$ cat src/rtl/key_cmd_scheduler.sv
// key_cmd_scheduler: turns mapped key presses into playback-control commands.
// Presses are queued in a DEPTH-entry FIFO and popped one per cycle while
// paused, or one per beat_tick while playing. Each pop updates one control
// output with saturation.
//
// Ports:
//   clk, rst     - clock, asynchronous active-high reset
//   key_down     - per-scan-code pressed map
//   last_change  - scan code of most recent key event
//   key_valid    - one-cycle strobe for a new key event
//   play_pause   - 1 = playing, 0 = paused
//   beat_tick    - one-cycle strobe per beat
//   volume       - 1..5 (default 3)
//   octave       - 1..3 (default 2)
//   speed        - 0..2 (default 1)
//   loop_width   - 2..6 (default 4)
//   reverse      - playback direction
//   cmd_pending  - registered FIFO non-empty flag
//   overflow     - sticky dropped-command flag, cleared by RESTORE or reset
module key_cmd_scheduler #(
  parameter int unsigned DEPTH = 4
) (
  input  logic         clk,
  input  logic         rst,
  input  logic [511:0] key_down,
  input  logic [8:0]   last_change,
  input  logic         key_valid,
  input  logic         play_pause,
  input  logic         beat_tick,
  output logic [2:0]   volume,
  output logic [2:0]   octave,
  output logic [1:0]   speed,
  output logic [2:0]   loop_width,
  output logic         reverse,
  output logic         cmd_pending,
  output logic         overflow
);

  localparam int unsigned PW = (DEPTH > 1) ? $clog2(DEPTH) : 1;
  localparam int unsigned CW = PW + 1;
  localparam logic [CW-1:0] FullCnt = CW'(DEPTH);

  typedef enum logic [3:0] {
    CmdVolUp, CmdVolDn, CmdOctUp, CmdOctDn, CmdSpdUp,
    CmdSpdDn, CmdLoopUp, CmdLoopDn, CmdRevTog, CmdRestore
  } cmd_e;

  typedef enum logic [1:0] {StIdle, StWait, StApply} state_e;

  state_e        state_q, state_d;
  cmd_e          mem_q [DEPTH];
  logic [PW-1:0] wr_ptr_q, wr_ptr_d, rd_ptr_q, rd_ptr_d;
  logic [CW-1:0] count_q, count_d;
  logic [2:0]    volume_q, volume_d, octave_q, octave_d, loop_q, loop_d;
  logic [1:0]    speed_q, speed_d;
  logic          reverse_q, reverse_d, pending_q, overflow_q, overflow_d;

  cmd_e cmd_code, head;
  logic cmd_valid, push, pop, full, accept, drop;

  // Scan-code decode
  always_comb begin
    cmd_valid = 1'b1;
    cmd_code  = CmdVolUp;
    unique case (last_change)
      9'h03C:  cmd_code = CmdVolUp;
      9'h023:  cmd_code = CmdVolDn;
      9'h044:  cmd_code = CmdOctUp;
      9'h04B:  cmd_code = CmdOctDn;
      9'h02B:  cmd_code = CmdSpdUp;
      9'h01B:  cmd_code = CmdSpdDn;
      9'h01D:  cmd_code = CmdLoopUp;
      9'h031:  cmd_code = CmdLoopDn;
      9'h02D:  cmd_code = CmdRevTog;
      9'h022:  cmd_code = CmdRestore;
      default: cmd_valid = 1'b0;
    endcase
  end

  assign push   = key_valid && key_down[last_change] && cmd_valid;
  assign full   = (count_q == FullCnt);
  assign pop    = (count_q != '0) && (!play_pause || beat_tick);
  // A simultaneous pop frees a slot, so a push into a full FIFO still lands.
  assign accept = push && (!full || pop);
  assign drop   = push && full && !pop;
  assign head   = mem_q[rd_ptr_q];

  // FIFO bookkeeping; pointers wrap naturally since DEPTH is a power of two
  always_comb begin
    wr_ptr_d = accept ? wr_ptr_q + PW'(1) : wr_ptr_q;
    rd_ptr_d = pop ? rd_ptr_q + PW'(1) : rd_ptr_q;
    count_d  = count_q;
    if (accept && !pop) begin
      count_d = count_q + CW'(1);
    end else if (pop && !accept) begin
      count_d = count_q - CW'(1);
    end
  end

  // Command application on pop
  always_comb begin
    volume_d   = volume_q;
    octave_d   = octave_q;
    speed_d    = speed_q;
    loop_d     = loop_q;
    reverse_d  = reverse_q;
    overflow_d = overflow_q;
    if (pop) begin
      unique case (head)
        CmdVolUp:  if (volume_q < 3'd5) volume_d = volume_q + 3'd1;
        CmdVolDn:  if (volume_q > 3'd1) volume_d = volume_q - 3'd1;
        CmdOctUp:  if (octave_q < 3'd3) octave_d = octave_q + 3'd1;
        CmdOctDn:  if (octave_q > 3'd1) octave_d = octave_q - 3'd1;
        CmdSpdUp:  if (speed_q < 2'd2) speed_d = speed_q + 2'd1;
        CmdSpdDn:  if (speed_q > 2'd0) speed_d = speed_q - 2'd1;
        CmdLoopUp: if (loop_q < 3'd6) loop_d = loop_q + 3'd1;
        CmdLoopDn: if (loop_q > 3'd2) loop_d = loop_q - 3'd1;
        CmdRevTog: reverse_d = ~reverse_q;
        CmdRestore: begin
          volume_d   = 3'd3;
          octave_d   = 3'd2;
          speed_d    = 2'd1;
          loop_d     = 3'd4;
          reverse_d  = 1'b0;
          overflow_d = 1'b0;
        end
        default: ;
      endcase
    end
    // Applied after the pop so a drop is never masked by a RESTORE
    if (drop) overflow_d = 1'b1;
  end

  // Scheduler state: idle when empty, apply while paused, wait while playing
  always_comb begin
    state_d = state_q;
    unique case (state_q)
      StIdle: begin
        if (push) state_d = play_pause ? StWait : StApply;
      end
      StWait, StApply: begin
        if (count_d == '0) begin
          state_d = StIdle;
        end else begin
          state_d = play_pause ? StWait : StApply;
        end
      end
      default: state_d = StIdle;
    endcase
  end

  always_ff @(posedge clk or posedge rst) begin
    if (rst) begin
      state_q    <= StIdle;
      wr_ptr_q   <= '0;
      rd_ptr_q   <= '0;
      count_q    <= '0;
      volume_q   <= 3'd3;
      octave_q   <= 3'd2;
      speed_q    <= 2'd1;
      loop_q     <= 3'd4;
      reverse_q  <= 1'b0;
      pending_q  <= 1'b0;
      overflow_q <= 1'b0;
    end else begin
      state_q    <= state_d;
      wr_ptr_q   <= wr_ptr_d;
      rd_ptr_q   <= rd_ptr_d;
      count_q    <= count_d;
      volume_q   <= volume_d;
      octave_q   <= octave_d;
      speed_q    <= speed_d;
      loop_q     <= loop_d;
      reverse_q  <= reverse_d;
      pending_q  <= (count_d != '0);
      overflow_q <= overflow_d;
    end
  end

  // Storage needs no reset; entries are only read once written
  always_ff @(posedge clk) begin
    if (accept) mem_q[wr_ptr_q] <= cmd_code;
  end

  assign volume      = volume_q;
  assign octave      = octave_q;
  assign speed       = speed_q;
  assign loop_width  = loop_q;
  assign reverse     = reverse_q;
  assign cmd_pending = pending_q;
  assign overflow    = overflow_q;

endmodule

$ cat config.mk
export PLATFORM = sky130hd
export DESIGN_NAME = key_cmd_scheduler
export DESIGN_NICKNAME = d
export VERILOG_FILES = /design/src/rtl/key_cmd_scheduler.sv
export SDC_FILE = /design/constraint.sdc
export NUM_CORES = 1
export LEC_CHECK = 0
export ABC_AREA = 1
export BUFFER_PORTS_ARGS = -buffer_cell sky130_fd_sc_hd__buf_2
export CORE_AREA = 2 2 208 210
export CTS_CLUSTER_SIZE = 30
export DETAILED_ROUTE_END_ITERATION = 8
export DIE_AREA = 0 0 210 212
export PLACE_DENSITY = 0.43
export SYNTH_ARGS = -nofsm -noshare
export SYNTH_HDL_FRONTEND = slang
export SYNTH_SLANG_ARGS = --single-unit
export TNS_END_PERCENT = 30
$ cat constraint.sdc
create_clock -name clk -period 2.85 [get_ports clk]
set_input_delay 0.1425 -clock clk [delete_from_list [all_inputs] [get_ports clk]]
set_output_delay 0.1425 -clock clk [all_outputs]
set_load 0.02 [all_outputs]
==> flow_metrics.tcl <==
set metrics [dict create \
    status "complete, no violations" \
    cts_buffer_depth 2 \
    critPathRequiredTime_ns 3.02 \
    synth-edff-count 16 \
    insertion_delay_ns 0.28 \
    synth_cell_types 50 \
    h-tree-depth 2 \
    grt_pass1_wl_um 34200 \
    r2r_end "octave[2]$_DFFE_PP0P_" \
    report.final.slew_viol_count 0 \
    drt-wirelength-per-cell_um 14.0 \
    grt.overflow.total 0 \
    worstSetupPathType "register to register" \
    p_leak_nw 3.81 \
    cpPeakStageDelay_ns 0.49 \
    ctsHoldBuffers 0 \
    setup_tns_ns 0 \
    drt_iter0_drc 194 \
    place_hpwl_um 19800 \
    skew_ns 0.00435 \
    cp_cell_sequence "clkinv_2 -> nand2_1 -> a32oi_2 -> inv_2 -> nor2_2 -> inv_2 -> nor2_8 -> inv_2 -> a221oi_2 -> mux2_2" \
    core-area_um2 42500 \
    drcViolationCount 0 \
    synth_area_leader_cell "nand2_1" \
    syn_inst 843 \
    cpMaxStageDelayCell "dfrtp_1" \
    dr_total_vias 6202 \
    hp-class "input port to asynchronous set/reset pin" \
    rsz0062_at_grt "no" \
    cts_inserted_buffers 5 \
    r2r_start "rd_ptr_q[0]$_DFFE_PP0P_" \
    fin_ws_ns 0.392 \
    synthTopCellsByArea "nand2_1 37%, edfxtp_1 10%, dfrtp_1 8.4%" \
    area_growth_pct 48.3 \
    io_buffers 283 \
    gp_congestion 0.836 \
    clkTransAtPathRegs_ns 0.06 \
    cp-end-kind "register" \
    rr_worst_depth 10 \
    synth_flop_cell "edfxtp_1" \
    placed_cell_area_um2 6890 \
    syn-cell-area_um2 4750 \
    cts_tree "built" \
    yosys_warnings 0 \
    clock-sinks 37 \
    root_buffer "clkbuf_16" \
    ys_async_sr_fraction 0.568 \
    rows 76 \
    cp-start-kind "register" \
    antenna_found_initial 3 \
    fmax_mhz 407 \
    first_global_vias 6080 \
    cts_resized 0 \
    cts_setup_buffers 0 \
    dieArea_um2 44500 \
    p_per_area_nw_per_um2 488 \
    ir_drop_mv 0.382 \
    ant_nets 0 \
    synth_common_cells "464 x nand2_1, 57 x nor2_1, 48 x inv_1, 30 x nand3_1, 25 x a21oi_1" \
    worst_slew_pin_slew_ns 0.835 \
    firstDrtPassIters 4 \
    layout_min_cycle_time_ns 2.46 \
    synth_most_common_cell "nand2_1" \
    synth_top_area_frac 0.367 \
    regToRegSetupSlack_ns 0.39 \
    totalWireLength_um 23300 \
    crit_top_cell "inv_2" \
    num-nets-final 1660 \
    relSlewSlack 0.442 \
    cp_max_fo 10 \
    setup_viol 0 \
    cp.arrival_ns 2.62 \
    ioPinCount 540 \
    yosysSeqAreaShare 0.213 \
    grt_max_degree 52 \
    dieHeight_um 212 \
    viasPerCell 3.72 \
    fin_crit_sh 0.862 \
    syn-num-nets 1383 \
    power_w 0.00344 \
    start_util 0.112 \
    drive_gt1_frac 0.315 \
    fin_area_um2 7050 \
    ys_ff_latch 37 \
    die_x_um 210 \
    post_synth.cell_area_avg_um2 5.64 \
    maxCapViolCount 0 \
    dp_slack_ns 0.133 \
    finalHoldViolations 0 \
    grtUsageTotal 0.102 \
]
layout by cell type, fill, tap and decap left out, drive strengths merged, types with 2 or more instances in the layout:
| cell type | instances |
|---|---|
| xnor2 | 3 |
| nor3 | 8 |
| a22oi | 24 |
| dfrtp | 16 |
| a21oi | 25 |
| nand3 | 31 |
| nor4 | 2 |
| inv | 57 |
| nand2 | 468 |
| o41ai | 2 |
| ha | 13 |
| edfxtp | 16 |
| a32oi | 3 |
| dfstp | 5 |
| mux2 | 3 |
| xor2 | 6 |
| o21ai | 28 |
| clkbuf | 5 |
| nand4 | 18 |
| nor2 | 63 |
| clkinv | 2 |
| buf | 308 |
area by class of cell:
cell class	instances	area, µm²
clock inverter	3	25.0
antenna	1	2.50
timing repair buffer	308	1680
inverter	57	218
multi-input combinational	711	3300
tap	546	683
fill	4995	35500
clock buffer	5	125
sequential	37	1010
metal layers:
layer | up-vias | part of all wire | track usage
li1 | 3245 | - | -
met1 | 2658 | 0.46 | 0.131
met2 | 266 | 0.46 | 0.176
met3 | 31 | 0.055 | 0.0158
met4 | 2 | 0.027 | 0.0298
met5 | - | 0.0021 | 0
metrics by stage:
step	instances	hold slack (ns)	util
global placement	1659	0.376	0.162
detailed placement	1659	0.387	0.162
finish	1668	0.0303	0.166
CTS	1667	0.0772	0.166
global route	1667	0.126	0.166
floorplan	843	0.115	-
kinds of logic after synthesis:
group	Yosys count	synth area share
and+or+nand+nor	592	0.502
AOI/OAI and AO/OA	93	0.128
adders and majority gates	14	0.0384
DFF	37	0.213
xor gates and xnor gates	9	0.0166
buffers and inverters	95	0.0945
muxes	3	0.00711
worst max path at each step:
| stage | start | to | cells past startpoint |
|---|---|---|---|
| global placement | last_change[0] | cmd_pending$_DFF_PP0_ | 20 |
| floorplan | rd_ptr_q[0]$_DFFE_PP0P_ | octave[2]$_DFFE_PP0P_ | 11 |
| finish | rd_ptr_q[0]$_DFFE_PP0P_ | octave[2]$_DFFE_PP0P_ | 10 |
| detailed placement | last_change[0] | cmd_pending$_DFF_PP0_ | 20 |
| global route | rd_ptr_q[0]$_DFFE_PP0P_ | octave[2]$_DFFE_PP0P_ | 10 |
| CTS | rd_ptr_q[0]$_DFFE_PP0P_ | octave[2]$_DFFE_PP0P_ | 10 |
state kept, by name, summed over array words and instances, names as in the netlist:
name and flops:
mem_q 16, count_q 3, loop_width 3, octave 3, volume 3, rd_ptr_q 2, speed 2, wr_ptr_q 2
cmd_pending 1, overflow 1, reverse 1
critical path, delay by kind of cell (launching register included):
kind                   cells  cell delay (ns)
AND/OR/NAND/NOR            3             0.33
multiplexers               1             0.38
AO/OA/AOI/OAI              2             0.71
flip-flops                 1             0.49
buffers and inverters      4             0.44
power by group:
group | internal [W] | switching (W) | total (W)
registers | 0.000725 | 0.000171 | 0.000896
logic | 0.000795 | 0.00119 | 0.00199
clock network | 0.000328 | 0.000227 | 0.000555
(Power assumes the default switching activity.)
